==> config.mk <==
export PLATFORM = sky130hd
export DESIGN_NAME = mux_n_seq
export DESIGN_NICKNAME = d
export VERILOG_FILES = /design/src/rtl/mux_pkg.sv /design/src/rtl/rr_pick.sv /design/src/rtl/mux_n_seq.sv
export SDC_FILE = /design/constraint.sdc
export NUM_CORES = 1
export LEC_CHECK = 0
export CAP_MARGIN = 20
export CORE_UTILIZATION = 33
export DETAILED_ROUTE_END_ITERATION = 12
export PLACE_DENSITY = 0.79
export SKIP_LAST_GASP = 1
export SLEW_MARGIN = 20
export SYNTH_ARGS = -nofsm -noshare
export SYNTH_HDL_FRONTEND = slang
export SYNTH_SLANG_ARGS = --single-unit
==> constraint.sdc <==
create_clock -name clk -period 1.8 [get_ports clk]
set_input_delay 0.36 -clock clk [delete_from_list [all_inputs] [get_ports clk]]
set_output_delay 0.36 -clock clk [all_outputs]
set_load 0.02 [all_outputs]
==> src/rtl/mux_pkg.sv <==
// rtl/mux_pkg.sv - shared constants and width helper for the channel mux
package mux_pkg;

  localparam int MODE_FIXED = 0;
  localparam int MODE_RR    = 1;

  // Channel index width: never narrower than one bit, even for N = 2.
  function automatic int cw_of(input int n);
    return (n > 2) ? $clog2(n) : 1;
  endfunction

endpackage

==> src/rtl/rr_pick.sv <==
// rtl/rr_pick.sv - combinational round-robin picker, scans from ptr with wrap
module rr_pick #(
  parameter int N  = 4,
  parameter int CW = 2
) (
  input  logic [N-1:0]  req,
  input  logic [CW-1:0] ptr,
  output logic [CW-1:0] gnt_idx,
  output logic          gnt_any
);

  always_comb begin
    int k;
    k       = 0;
    gnt_idx = '0;
    gnt_any = 1'b0;
    for (int i = 0; i < N; i++) begin
      k = int'(ptr) + i;
      if (k >= N) k = k - N;
      if (!gnt_any && req[k]) begin
        gnt_any = 1'b1;
        gnt_idx = CW'(k);
      end
    end
  end

endmodule

==> src/rtl/mux_n_seq.sv <==
// rtl/mux_n_seq.sv - N-channel to one mux with a single registered output stage
module mux_n_seq
  import mux_pkg::*;
#(
  parameter  int N    = 4,
  parameter  int W    = 8,
  parameter  int MODE = MODE_FIXED,
  localparam int CW   = cw_of(N)
) (
  input  logic           clk,
  input  logic           rst,
  input  logic [N*W-1:0] in_data,
  input  logic [N-1:0]   in_valid,
  output logic [N-1:0]   in_ready,
  input  logic [CW-1:0]  sel,
  output logic [W-1:0]   out_data,
  output logic           out_valid,
  input  logic           out_ready,
  output logic [CW-1:0]  out_chan
);

  logic          load_en;
  logic          gnt_any;
  logic          xfer;
  logic [CW-1:0] gnt_idx;

  assign load_en = !out_valid || out_ready;

  generate
    if (MODE == MODE_RR) begin : g_rr
      logic [CW-1:0] ptr;
      logic          unused_sel;

      assign unused_sel = ^sel;

      rr_pick #(.N(N), .CW(CW)) u_pick (
        .req    (in_valid),
        .ptr    (ptr),
        .gnt_idx(gnt_idx),
        .gnt_any(gnt_any)
      );

      // Pointer only moves on an actual transfer, so a stalled grant is held.
      always_ff @(posedge clk) begin
        if (rst) begin
          ptr <= '0;
        end else if (xfer) begin
          ptr <= (gnt_idx == CW'(N - 1)) ? '0 : gnt_idx + 1'b1;
        end
      end
    end else begin : g_fixed
      localparam logic [CW:0] N_EXT = (CW + 1)'(N);

      assign gnt_idx = sel;
      assign gnt_any = ({1'b0, sel} < N_EXT);
    end
  endgenerate

  assign in_ready = (gnt_any && load_en) ? (N'(1) << gnt_idx) : '0;
  assign xfer     = gnt_any && load_en && in_valid[gnt_idx];

  always_ff @(posedge clk) begin
    if (rst) begin
      out_valid <= 1'b0;
      out_data  <= '0;
      out_chan  <= '0;
    end else if (xfer) begin
      out_valid <= 1'b1;
      out_data  <= in_data[gnt_idx*W +: W];
      out_chan  <= gnt_idx;
    end else if (out_ready) begin
      out_valid <= 1'b0;
    end
  end

endmodule

==> summary.md <==
| Metric | Value |
|---|---|
| Status | finished, final reports clean |
| 1st-pass router iterations | 4 |
| Clk_skew | between 0.2 and 0.3 ps |
| I/O Buffers | 55 |
| 1st-iter DRT viols | 11 |
| Slew HR | between 70% and 80% |
| Post-synth top cells | dfxtp_1 (11), a21oi_1 (10), nand3_1 (9), o21ai_1 (9), mux4_2 (6) |
| Cell taking the most area after synthesis | dfxtp_1 |
| Root Driver | clkbuf_4 |
| Compound-Gate Fraction of Synth Area | about 14% |
| Post-synthesis mux area share | ~30% |
| Synth cell types | 24 |
| DR vias/cell | 5.17 |
| Syn avg cell area | approximately 11 um2 |
| Largest family of logic cells by synthesized area | multiplexers |
| CP max stage delay | 460 ps |
| H-tree levels | 1 |
| Synth Register Bits | 11 |
| Placed instance count | between 150 and 200 |
| Worst Max-Slew Pin Slew | around 400 ps |
| Total track usage | 20.1% |
| Layout cells sized above 1 | 25.9% |
| Row cnt | 16 |
| Max-slew violation count | 0 |
| Synth Flop Type | dfxtp_1 |
| Cell count after synthesis | 69 |
| DIE WIDTH | 48.9 um |
| Worst-path cell chain | clkdlybuf4s50_1 -> and2b_1 -> nor3b_2 -> buf_2 |
| Diode count | 0 |
| Per-cell routed wire length | 14.0 um |
| Syn_nets | 110 |
| Sink Count | 11 |
| Setup TNS | 0 ps |
| Fin crit share | 98.3% |
| Syn Std Cell Area | 726 um2 |
| HP Class | register to register |
| Setup CP Type | input pin to output pin |
| Multi-input gate area | 492 um2 |
| Startpoint Class | input pin |
| Hold_ws | 465 ps |
| Gp weighted congestion | 0.733 |
| Synth area leaders | dfxtp_1 (30%), mux4_2 (19%), mux4_1 (7.2%), a21oi_1 (6.9%), nand3_1 (6.2%) |
| # nets final | 177 |
| Tmin final | approximately 1800 ps |
| Initial Utilization | 35.9% |
| Worst Path Required | 1440 ps |
| Number of global-route vias before repair | roughly 830 |
| Seq/Total Area, Yosys | 30.3% |
| Hold Violations, Final | 0 |
| DRC viols | 0 |
| CTS buffer count | 3 |
| Fmax | 565 MHz |
| Pleak | 0.548 nW |
| Core area | ~2000 um2 |
| RSZ-0062 raised after global routing | yes |
| CP endpoint kind | output pin |
| CP max FO | 3 |
| Synth async-reset ratio | 0% |
| Die span in y | 48.9 um |
| Crit path DAT | 1410 ps |
| Die area | between 2000 and 2500 um2 |
| Number of synthesized flops with an enable pin | 0 |
| Final wirelength | 2.27 mm |
| Power Density | 540 nW/um2 |
| Pwr Total | ~0.76 mW |
| Register Area | roughly 220 um2 |
| CP max stage cell | clkdlybuf4s50_1 |
| Max Buffers Root-to-Sink | 2 |
| # fillers | roughly 150 |
| Final number of setup-violating endpoints | 0 |
| Max Cap Viol | 0 |
| Initial antenna violation count | 0 |
| Post-Synth Simple-Gate Area | between 10% and 20% |
| Synth-to-Final Area Change | 94.7% |
| Area share of the largest cell type after synthesis | 30.3% |
| Largest net degree at the start of global routing | 12 |
| TritonCTS clock tree | done |
| Post-Synth Adder-Cell Area | 0% |
| CTS Hold Bufs | 0 |
| Vias | 837 |
| Count leader, synth | dfxtp_1 |
| Max IR drop VDD | 0.339 mV |
| Clk_lat worst skew | 260 ps |
| Synth Area in XOR/XNOR | 0% |
| Clock transition at the registers of the reported paths | around 70 ps |
| First-pass GRT wire length | 3.68 mm |
| I/O pin count | 56 |
| Antenna Nets Post-Route | 0 |
| Warnings, synthesis | 0 |
| Global route overflow | 0 |
| Fin cells | 162 |
==> worst max-delay path, delay by kind of cell <==
family | cells | cell delay (ps)
and+or+nand+nor | 2 | 390
buffers and inverters | 2 | 650
==> worst paths after layout <==
kind / from / endpoint / slack [ps] / cells past startpoint
setup / recovery: out_ready / in_ready[2] / 30 / 4
hold / removal: out_data[5] / out_data[5] / 470 / 2
setup reg to reg: out_valid / out_chan[0] / 370 / 5
hold reg to reg: out_data[5] / out_data[5] / 470 / 2
==> placed cells by master (no fill, tap or decap) <==
cell type,netlist,final
buf_2,2,3
or3_4,0,1
nand3_1,9,9
mux2i_4,0,1
buf_6,3,2
clkbuf_1,1,1
mux2_2,1,1
mux4_1,2,2
and2b_1,1,1
nand2_1,1,1
nor3_2,1,1
and3_1,1,1
nor3b_2,0,1
nand2b_1,1,1
clkdlybuf4s50_1,0,49
dlymetal6s2s_1,0,2
o21ai_1,9,9
nor2_1,2,2
mux2i_2,1,1
clkbuf_2,0,1
clkbuf_4,0,3
a21oi_2,1,1
a21oi_1,10,10
nor3b_4,1,1
nand3b_1,1,1
buf_4,0,11
mux4_2,6,6
nor3_4,0,1
dfxtp_1,11,11
==> kinds of logic (layout without fill, tap and decap cells) <==
| logic type | Yosys count | after routing |
|---|---|---|
| flops | 11 | 11 |
| simple gates | 21 | 21 |
| mux | 11 | 11 |
| buf+inv | 6 | 72 |
| compound gates | 20 | 20 |
==> through the flow <==
stage	util (%)	instance area [um2]	worst slack (ps)
2_1_floorplan	-	726	249
3_3_place_gp	65.0	1320	-375
3_5_place_dp	65.0	1320	-443
4_1_cts	68.9	1390	6.64
5_1_grt	69.9	1410	-32.7
6_report	69.9	1410	31.5
==> power breakdown <==
part           switching (mW)  internal, mW  total, mW
registers              0.0115         0.264      0.276
logic                   0.127         0.197      0.325
clock network          0.0773        0.0855      0.163
total                   0.216         0.547      0.763
==> sequential cells by signal, indices dropped and copies added (netlist names) <==
register / flops
out_valid: 1
out_data: 8
out_chan: 2
==> final cells by class <==
cell class | instances | share of cell area, %
repair buffers | 68 | 45.3
multi-input cells | 52 | 34.8
flip-flops and latches | 11 | 15.6
well taps | 27 | 2.39
clock buffers | 4 | 1.86
==> metal layers <==
metal,vias up,part of all wire (%),wire (um),global-route usage (%)
met5,-,0,0,0
met4,0,0.53,12,7.35
met3,2,7.8,178,4.36
met2,43,52,1180,37.5
met1,393,39,893,22.1
li1,399,-,-,-
==> timing repair <==
| item | 4_1_cts | 5_1_grt |
|---|---|---|
| gates resized for setup | 21 | 6 |
| setup endpoints to repair | 14 | 13 |
| pin swaps | 1 | 1 |
| buffers inserted | 4 | 2 |
No activity file was read; power rests on OpenSTA's default activity.
